### src/rtl/ccff_pkg.sv
// ccff_pkg: shared state type, CRC constants and CRC-16 step for the ccff chain loader
package ccff_pkg;
  typedef enum logic [2:0] {IDLE, FETCH, SHIFT, VERIFY, FINISH} ccff_state_e;
  localparam logic [15:0] CRC_POLY = 16'h1021;
  localparam logic [15:0] CRC_INIT = 16'hFFFF;
  function automatic logic [15:0] crc16_step(input logic [15:0] crc, input logic b,
                                             input logic [15:0] poly = CRC_POLY);
    return {crc[14:0], 1'b0} ^ ((crc[15] ^ b) ? poly : 16'h0000);
  endfunction
endpackage

### src/rtl/ccff_word_serializer.sv
// ccff_word_serializer: holds one bitstream word and shifts it out MSB-first with a bit counter
module ccff_word_serializer #(
  parameter int WORD_W = 32
) (
  input  logic              prog_clk,
  input  logic              prog_reset_n,
  input  logic              load,
  input  logic              shift,
  input  logic              clear,
  input  logic [WORD_W-1:0] data,
  output logic              msb,
  output logic              last,
  output logic              empty
);
  localparam int BW = $clog2(WORD_W + 1);
  logic [WORD_W-1:0] word;
  logic [BW-1:0] bit_in_word;
  always_ff @(posedge prog_clk)
    if (!prog_reset_n || clear) begin
      word <= '0;
      bit_in_word <= '0;
    end else if (load) begin
      word <= data;
      bit_in_word <= BW'(WORD_W);
    end else if (shift) begin
      word <= word << 1;
      bit_in_word <= bit_in_word - 1'b1;
    end
  assign msb = word[WORD_W-1];
  assign last = bit_in_word == BW'(1);
  assign empty = bit_in_word == '0;
endmodule

### src/rtl/ccff_chain_loader.sv
// ccff_chain_loader: programs a ccff shift chain from host words; define CCFF_READBACK_EN for CRC readback verify
module ccff_chain_loader #(
  parameter int WORD_W = 32,
  parameter int MAX_LEN = 4096,
  parameter logic [15:0] CRC_POLY = 16'h1021,
  localparam int LW = $clog2(MAX_LEN + 1)
) (
  input  logic              prog_clk,
  input  logic              prog_reset_n,
  input  logic              start,
  input  logic [LW-1:0]     chain_len,
  input  logic [WORD_W-1:0] s_data,
  input  logic              s_valid,
  output logic              s_ready,
  output logic              ccff_head,
  input  logic              ccff_tail,
  output logic              ccff_shift_en,
  output logic              busy,
  output logic              done,
  output logic              error
);
  import ccff_pkg::*;
  ccff_state_e state;
  logic [LW-1:0] rem;
  logic ser_msb, ser_last, ser_empty;
  assign s_ready = state == FETCH;
  assign busy = state != IDLE;
  ccff_word_serializer #(.WORD_W(WORD_W)) u_ser (
    .prog_clk     (prog_clk),
    .prog_reset_n (prog_reset_n),
    .load         (s_ready && s_valid),
    .shift        (state == SHIFT),
    .clear        (state == SHIFT && rem == LW'(1)),
    .data         (s_data),
    .msb          (ser_msb),
    .last         (ser_last),
    .empty        (ser_empty)
  );
`ifdef CCFF_READBACK_EN
  logic [LW-1:0] len;
  logic [15:0] crc_w, crc_r;
  logic unused;
  assign unused = ser_empty;
  assign ccff_shift_en = state == SHIFT || state == VERIFY;
  assign ccff_head = state == VERIFY ? ccff_tail : ser_msb;
`else
  logic unused;
  assign unused = ^{ccff_tail, CRC_POLY, ser_empty};
  assign ccff_shift_en = state == SHIFT;
  assign ccff_head = ser_msb;
`endif
  always_ff @(posedge prog_clk)
    if (!prog_reset_n) begin
      state <= IDLE;
      rem <= '0;
      done <= 1'b0;
      error <= 1'b0;
`ifdef CCFF_READBACK_EN
      len <= '0;
      crc_w <= '0;
      crc_r <= '0;
`endif
    end else begin
      done <= 1'b0;
      case (state)
        IDLE: if (start) begin
          if (chain_len == '0) begin
            error <= 1'b1;
            done <= 1'b1;
          end else begin
            error <= 1'b0;
            rem <= chain_len;
            state <= FETCH;
`ifdef CCFF_READBACK_EN
            len <= chain_len;
            crc_w <= CRC_INIT;
            crc_r <= CRC_INIT;
`endif
          end
        end
        FETCH: if (s_valid) state <= SHIFT;
        SHIFT: begin
          rem <= rem - 1'b1;
`ifdef CCFF_READBACK_EN
          crc_w <= crc16_step(crc_w, ser_msb, CRC_POLY);
`endif
          if (rem == LW'(1)) begin
`ifdef CCFF_READBACK_EN
            state <= VERIFY;
            rem <= len;
`else
            state <= FINISH;
            done <= 1'b1;
`endif
          end else if (ser_last) state <= FETCH;
        end
`ifdef CCFF_READBACK_EN
        VERIFY: begin
          rem <= rem - 1'b1;
          crc_r <= crc16_step(crc_r, ccff_tail, CRC_POLY);
          if (rem == LW'(1)) begin
            state <= FINISH;
            done <= 1'b1;
            error <= crc_w != crc16_step(crc_r, ccff_tail, CRC_POLY);
          end
        end
`endif
        default: state <= IDLE;
      endcase
    end
endmodule

### config.mk
export PLATFORM = sky130hd
export DESIGN_NAME = ccff_chain_loader
export DESIGN_NICKNAME = d
export VERILOG_FILES = /design/src/rtl/ccff_pkg.sv /design/src/rtl/ccff_word_serializer.sv /design/src/rtl/ccff_chain_loader.sv
export SDC_FILE = /design/constraint.sdc
export NUM_CORES = 1
export LEC_CHECK = 0
export ABC_AREA = 1
export CELL_PAD_IN_SITES_DETAIL_PLACEMENT = 1
export CELL_PAD_IN_SITES_GLOBAL_PLACEMENT = 2
export CORE_MARGIN = 8
export CORE_UTILIZATION = 28
export DETAILED_ROUTE_END_ITERATION = 6
export PLACE_DENSITY = 0.77
export SYNTH_ARGS = -nofsm -noshare
export SYNTH_HDL_FRONTEND = slang
export SYNTH_SLANG_ARGS = --single-unit
### constraint.sdc
create_clock -name prog_clk -period 1.73 [get_ports prog_clk]
set_clock_uncertainty 0.1 [all_clocks]
set_input_delay 0.519 -clock prog_clk [delete_from_list [all_inputs] [get_ports prog_clk]]
set_output_delay 0.519 -clock prog_clk [all_outputs]
set_load 0.02 [all_outputs]
Yosys cells after proc, flatten, opt, wreduce, memory -nomap -nowiden. Index checks and enable logic that the tools add are counted.

Logic and storage cells: 47. Output and inout bits: 6. Bits in registers: 56.

Muxes and demuxes: 17. Add/subtract/negate cells: 2. Reduce and logical (&&, ||, !) cells: 13. Equality and inequality tests: 8.

Operators with widths (count): 32-bit 2-to-1 mux (2); 13-bit 2-to-1 mux (2); 13-bit one-hot mux with 2 select lines (1); 3-bit 2-to-1 mux (5); 13-bit by 1-bit == test with 1-bit output, second input constant (1); 13-bit zero test (1); 13-bit by 1-bit subtractor with 13-bit output, second input constant (1); 6-bit 2-to-1 mux (2); 3-bit one-hot mux with 3 select lines (1); 6-bit by 1-bit == test with 1-bit output, second input constant (1); 2-bit inequality test, second input constant (3); 6-bit by 1-bit subtractor with 6-bit output, second input constant (1); 4-bit AND reduction (1); 2-bit nonzero test (2); 3-bit by 1-bit == test with 1-bit output, second input constant (1); 3-bit by 2-bit == test with 1-bit output, second input constant (1); 3-bit zero test (1); 1-bit 2-to-1 mux (3); 3-bit by 1-bit inequality test with 1-bit output, second input constant (1); 3-bit AND reduction (1); 3-bit nonzero test (1); 1-bit logical AND (2); 1-bit one-hot mux with 2 select lines (1); 2-bit AND reduction (1); 3 further kinds (3).

Depth between registers and ports, before layout. Gate-level depths: netlist of the first run.

Depth after elaboration: 4. Depth in mapped cells: 11. Mapped depth without buffers: 10.

Modules after synthesis. From an unflattened synthesis of the first run, not the netlist that was laid out.

Cell total of the unflattened synthesis: 491. Area, all modules: 3031.7 um2.

By module, submodules not included: ccff_word_serializer (area an instance 1816.7 um2, instances 1, cells each 282); ccff_chain_loader (area an instance 1214.9 um2, instances 1, cells each 209).

Worst setup path before layout of the first run. OpenSTA, ideal clock, no wires.

Path kind: input port to flip-flop. From: in chain_len[0]. To: reg rem[5]. Arrival: 1385 ps. Cell stages on the path: 7. Data required time: 1514 ps. Path buffers: 0. Setup time: 116 ps. Setup slack: 129 ps. Path through: or2_1 > nor2_1 > nand3_2 > nand3_2 > inv_2 > o21ai_0 > nor2_1.

Longest elaborated chain between the ends: 3.

RTL lines: start: declaration (RTL line ccff_chain_loader.sv:11) `input logic [LW-1:0] chain_len,`; 13-bit zero test (RTL line ccff_chain_loader.sv:67) `if (chain_len == '0) begin`; 2-bit inequality test (no source line); 3-bit AND reduction (no source line); end signal: assignment (RTL line ccff_chain_loader.sv:72) `rem <= chain_len;`; end signal: assignment (RTL line ccff_chain_loader.sv:83) `rem <= rem - 1'b1;`; end: declaration (RTL line ccff_chain_loader.sv:24) `logic [LW-1:0] rem;`.

Every way passes these cells. A chain may end at the register's enable or synchronous reset.

Worst setup path in the final report of the first run.
From: reg state[0]. To: out busy.

Longest elaborated chain between the ends: 1.

RTL lines: start: declaration (RTL line ccff_chain_loader.sv:23) `ccff_state_e state;`; start signal: assignment (RTL line ccff_chain_loader.sv:54) `state <= IDLE;`; start signal: assignment (RTL line ccff_chain_loader.sv:73) `state <= FETCH;`; start signal: assignment (RTL line ccff_chain_loader.sv:81) `FETCH: if (s_valid) state <= SHIFT;`; 3-bit nonzero test (RTL line ccff_chain_loader.sv:27) `assign busy = state != IDLE;`; end: declaration (RTL line ccff_chain_loader.sv:18) `output logic busy,`.

Every way passes these cells.

==> results of run 1 <==
## layer usage
layer | track usage (%) | vias up
li1 | - | 1595
met1 | 18.0 | 1483
met2 | 23.6 | 40
met3 | 2.92 | 5
met4 | 2.82 | 0
met5 | 0 | -
## cell usage in the layout (no fill, tap or decap), types with 2 or more instances in the layout
cell type | synthesis | layout
ha_1 | 4 | 4
xnor2_1 | 3 | 3
nand2_1 | 135 | 132
a21oi_1 | 19 | 18
nand2_2 | 1 | 3
a31oi_1 | 31 | 31
nor2_4 | 2 | 6
dlygate4sd2_1 | 0 | 12
inv_4 | 1 | 2
clkdlybuf4s50_1 | 0 | 35
buf_6 | 1 | 5
nand3_1 | 48 | 47
dfxtp_2 | 0 | 2
nand2_4 | 1 | 2
clkbuf_16 | 0 | 4
nand4_1 | 4 | 4
nor2_1 | 39 | 33
nand3_4 | 0 | 2
inv_1 | 30 | 26
o21ai_0 | 14 | 9
clkbuf_8 | 0 | 5
buf_12 | 0 | 9
inv_2 | 2 | 5
buf_4 | 1 | 47
dlymetal6s2s_1 | 0 | 3
nor2_2 | 1 | 3
dfxtp_1 | 56 | 53
o21ai_1 | 0 | 3
## cell families (layout without fill, tap and decap cells)
logic type,count (synthesis),in the layout,synth area share (%)
buf+inv,55,160,8.64
xor+xnor,3,3,0.922
simple gates,238,238,35.9
compound gates,66,66,13.4
fa+ha+maj,4,4,1.76
flops,56,56,39.3
## report_power, final
group,switching (µW),internal (µW)
clock network,481,299
registers,96.0,1410
logic,734,715
total,1310,2420
## final timing paths
kind                               from                                end  slack [ps]  cells past startpoint
max               state[0]$_SDFFE_PN0P_                               busy         -40                      5
min          u_ser.word[0]$_SDFFE_PP0P_         u_ser.word[0]$_SDFFE_PP0P_         370                      2
max reg2reg       state[0]$_SDFFE_PN0P_  u_ser.bit_in_word[5]$_SDFFE_PP0P_          50                     12
min reg2reg  u_ser.word[0]$_SDFFE_PP0P_         u_ser.word[0]$_SDFFE_PP0P_         370                      2
## cell type report
type / instances / area share, %
flip-flops and latches: 56 / 26.0
repair inverters: 1 / 0.144
repair buffers: 118 / 28.5
inverters: 33 / 3.03
clock buffers: 5 / 1.59
well taps: 136 / 3.92
multi-input cells: 311 / 36.2
clock inverters: 3 / 0.635
## tightest hold or removal path: stages (launching register included)
cell and delay (ps):
dfxtp_1 330, nand2_1 60, a21oi_1 50
## through the flow
stage / hold WS (ps) / cell area [µm²] / setup slack [ps] / setup TNS [ps] / power, µW
after floorplan: 340 / 2850 / 129 / 0 / 2170
after global placement: 349 / 3810 / -429 / -11270 / 2640
after detailed placement: 356 / 3810 / -476 / -11950 / 2670
after CTS: 373 / 4040 / -73.4 / -118 / 3570
after global routing: 396 / 4340 / -115 / -349 / 3970
final: 370 / 4340 / -38.1 / -57.7 / 3740
## repair_timing
action,4_1_cts,5_1_grt
setup endpoints to repair,46,56
resized for setup,55,31
gates cloned,2,4
pin swaps,13,18
buffers inserted,7,11
## registers in the layout (all words and copies together) (netlist names)
name	cells
rem	13
error	1
u_ser.word	32
state	3
done	1
u_ser.bit_in_word	6
==> run metrics, run 1 <==
status finished, violations left; violated checks negative setup slack; worst path bufs/invs 3; Mapped Cells between 400 and 500; Root Driver clkbuf_8; clock-pin slew on the worst setup and hold paths between 100 and 150 ps; Seq cells post-synth 56; Multi-input gate area ~1600 µm²; Highest Signal Layer met4; Storage cell area about 1100 µm²; part of the Yosys area used for sequential elements 39.3%; post-synth cell types 30; Crit. End Element output pin; Synth area leader dfxtp_1; DP HPWL between 6000 and 7000 µm; Initial Utilization 28.3%; Total Wirelength around 9700 µm; Nets between 500 and 600; CTS tree built; vias in the first global route between 3k and 4k; Syn Nets 476; global-route wire length before repair around 15000 µm; CP max stage delay roughly 350 ps; clk sinks 56; via-per-instance ratio roughly 4.7; number of diodes 0; aggregate global-route resource usage between 10% and 20%; die span in x roughly 120 µm; Finished Layout Cells between 600 and 700; CP Launch Type flop; static leakage ~0.0018 µW; WP data arrival roughly 1200 ps; Post-CTS Hold Buffers 0; WL met3 361 µm; Max Slew Vio Count 0; Final Hold Viols 0; VDD IR-drop max ~0.44 mV; count of final setup violators 2; Met1 Wirelength about 4500 µm; initial DRC count 140; routed vias 3123; HP Class reg2reg; ys flop type dfxtp_1; Synth top area share just under 40%; PortBufs 54; Worst Path Required about 1100 ps; CP Class reg2out; # fillers 1296; Die Ht ~120 µm; die area 13700 µm²; largest net degree at the start of global routing 36; Tcrit/Tclk final 102%; Worst path slowest cell dfxtp_2; floorplan core area 10100 µm²; crit-path max FO 3; initial antenna violation count 0; Post-DRT Antenna Nets 0; DP Cell Count 633; DRC 0; Slew @ Worst Pin ~400 ps; largest delay contributor family on the critical path flip-flops; CTS H-tree lvls 2; count leader, synth nand2_1; Post-synth ARST share 0%; Layout Utilization between 40 and 50%; EDFF count, synth 0; site row count 37; Worst-Skew Late Latency between 300 and 400 ps; CTS Buf Count 5; max-cap violation count 0; Tmin final ~1800 ps; worst-path cell chain nor2_4 > inv_2 > nor2_4 > inv_2 > buf_6; clk buf depth 2; setup ws final -38.1 ps; RSZ-0062 raised after global routing yes; post-synthesis cell area roughly 2900 µm²; Max Fclk between 500 and 600 MHz; Avg Cell Area, Syn roughly 6.8 µm²; area growth from synthesis to layout 52.1%; routed len/inst 14.6 µm; layout cells sized above 1 about a fifth; pwr dens approximately 860 nW/µm²; met2 wire len around 4800 µm; top cells by area, synth dfxtp_1 39%, nand2_1 18%, nand3_1 8.4%; boundary pin count 56; synth warn 0; gr ovfl total 0; Initial DRT Pass Iterations 4; RePlAce Congestion around 0.76; Worst slew margin between 70% and 80%; synth cell count leaders 135 x nand2_1, 56 x dfxtp_1, 48 x nand3_1, 39 x nor2_1, 31 x a31oi_1
Power figures use the tool's default switching activity.
==> run 2, diff against run 1 <==
- PLACE_DENSITY: 0.77 -> not set
- PLACE_DENSITY_LB_ADDON: not set -> 0.1
==> run 2 against run 1 <==
- the flow still finishes with violations (negative setup slack)
- hold slack improved by 10 ps
- clock power increased by 2.7%
- die area unchanged
- core utilization decreased by 0.074 points
- routed wire length increased by 2.5%
- largest cell class unchanged
- non-clock buffer count increased by 6
- sequential power about the same
- register-to-register slack got worse by 80 ps
==> run metrics, run 2 (synthesis gave the netlist of run 1 again) <==
DP HPWL 6880 µm (+1.9%); DRC 0 (unchanged); global-route wire length before repair 15200 µm (-0.28%); vias in the first global route 3162 (+0.96%); RePlAce Congestion 0.783 (+3.5%); Crit. End Element output pin; most frequent cells in the layout 120 x nand2_1, 53 x dfxtp_1, 51 x buf_4; most flop-heavy register u_ser.word; clk sinks 56 (unchanged); max-cap violation count 0 (unchanged); site row count 37 (unchanged); via-per-instance ratio 4.67 (-0.94%); CTS tree built; PortBufs 54 (unchanged); Worst slew margin 82.6% (+9.7 points); static leakage 0.00183 µW (+1.5%); Tmin final 1790 ps (+21.5 ps); Storage cell area 1130 µm² (unchanged); boundary pin count 56 (unchanged); Multi-input gate area 1580 µm² (+0.48%); Worst Path Required 1110 ps (about the same); number of diodes 0 (unchanged); CP max stage delay 350 ps (about the same); Root Driver clkbuf_8; gr ovfl total 0 (unchanged); DP Cell Count 638 (+0.79%); count of final setup violators 14 (+12); VDD IR-drop max 0.375 mV (-15%); Worst-Skew Late Latency 320 ps (about the same); Place WS -457 ps (+18.2 ps); Initial DRT Pass Iterations 4 (unchanged); Max Fclk 559 MHz (-1.2%); Finished Layout Cells 668 (+0.75%); Die Ht 117 µm (unchanged); die area 13700 µm² (unchanged); CTS H-tree lvls 2 (unchanged); WP data arrival 1170 ps (+20 ps); CP Launch Type flop; clock-pin slew on the worst setup and hold paths 110 ps (about the same); initial antenna violation count 0 (unchanged); aggregate global-route resource usage 14.0% (about the same); Total Wirelength 9950 µm (+2.5%); commonest non-fill, non-tap cell in the layout nand2_1; clk buf depth 2 (unchanged); floorplan core area 10100 µm² (unchanged); HP Class reg2reg; Min Hold Slack 380 ps (+10.0 ps); area growth from synthesis to layout 51.8%; worst-path cell chain nor2_4 > buf_6 > nand2_4 > inv_4 > buf_6; layout cells sized above 1 23.5% (+2.8 points); setup ws final -59.6 ps (-21.5 ps); largest delay contributor family on the critical path flip-flops; Largest register FFs 32 (unchanged); RSZ-0062 raised after global routing yes; initial DRC count 127 (-9.3%); Worst path slowest cell dfxtp_2; crit-path max FO 3 (unchanged); Initial Utilization 28.3% (unchanged); die span in x 117 µm (unchanged); status finished, violations left; Post-CTS Hold Buffers 0 (unchanged); Slew @ Worst Pin 260 ps (-144 ps); Tcrit/Tclk final 103% (+1.2 points); Nets 585 (+0.86%); routed len/inst 14.9 µm (+1.7%); CTS Buf Count 5 (unchanged); Regs by FF count u_ser.word x32, rem x13, u_ser.bit_in_word x6; violated checks negative setup slack; pwr dens 863 nW/µm² (+0.23%); CP Class reg2out; worst path bufs/invs 3 (unchanged); routed vias 3117 (-0.19%); # fillers 1314 (+1.4%); Post-DRT Antenna Nets 0 (unchanged); Max Slew Vio Count 0 (unchanged); largest net degree at the start of global routing 32 (-11%); Final Hold Viols 0 (unchanged); most used cell, CP buf_6; Layout Utilization 42.9% (-0.074 points)
## run 2: layout make-up
| cell class | count | area share [%] |
|---|---|---|
| clock inverter | 2 | 0.318 |
| timing repair buffer | 124 | 28.4 |
| clock buffer | 6 | 1.91 |
| inverter | 33 | 2.98 |
| tap | 136 | 3.93 |
| sequential | 56 | 26.0 |
| multi-input combinational | 311 | 36.4 |
## run 2: worst reg2reg max path, stage by stage (launching register included)
cell and delay, ps:
dfxtp_2 380, nor2_4 60, buf_6 110, nand2_4 60, inv_4 50, buf_8 130, buf_12 130, a21oi_4 220
buf_6 140, buf_6 120, nand2_2 60, a31oi_1 160
## run 2: path summary, 6_finish.rpt
kind / from / endpoint / slack [ps] / depth (start not counted)
max: state[0]$_SDFFE_PN0P_ / ccff_shift_en / -60 / 5
min reg2reg: u_ser.word[0]$_SDFFE_PP0P_ / u_ser.word[0]$_SDFFE_PP0P_ / 380 / 2
max reg2reg: state[2]$_SDFFE_PN0P_ / u_ser.word[14]$_SDFFE_PP0P_ / -30 / 11
min: u_ser.word[0]$_SDFFE_PP0P_ / u_ser.word[0]$_SDFFE_PP0P_ / 380 / 2
## run 2: power by group
part | switching (µW) | internal, µW | leakage (µW)
Sequential | 99.7 | 1410 | 0.000458
Clock | 471 | 330 | 0.0000516
Combinational | 739 | 688 | 0.00132
Total | 1310 | 2430 | 0.00183
## run 2: routing by layer
layer  global-route usage, %  up-vias  part of all wire [%]  routed length [µm]
met3                    2.77       10                   3.9                 387
met4                    4.18        0                   1.2                 116
met1                    17.5     1461                    46                4530
met5                       0        -                     0                   0
li1                        -     1602                     -                   -
met2                    23.6       44                    49                4910
## run 2: what timing repair did
action                     CTS  global route
resized for setup           41            50
pin swaps                    9            13
buffers inserted             4            13
setup endpoints to repair   45            55
cloned                       1             4
## run 2: metrics by stage
stage / power [µW] / cell area [µm²] / setup TNS [ps]
floorplan: 2170 / 2850 / 0
global placement: 2670 / 3830 / -9960
detailed placement: 2690 / 3830 / -11600
CTS: 3540 / 4000 / -124
global route: 3990 / 4330 / -2280
finish: 3740 / 4330 / -242
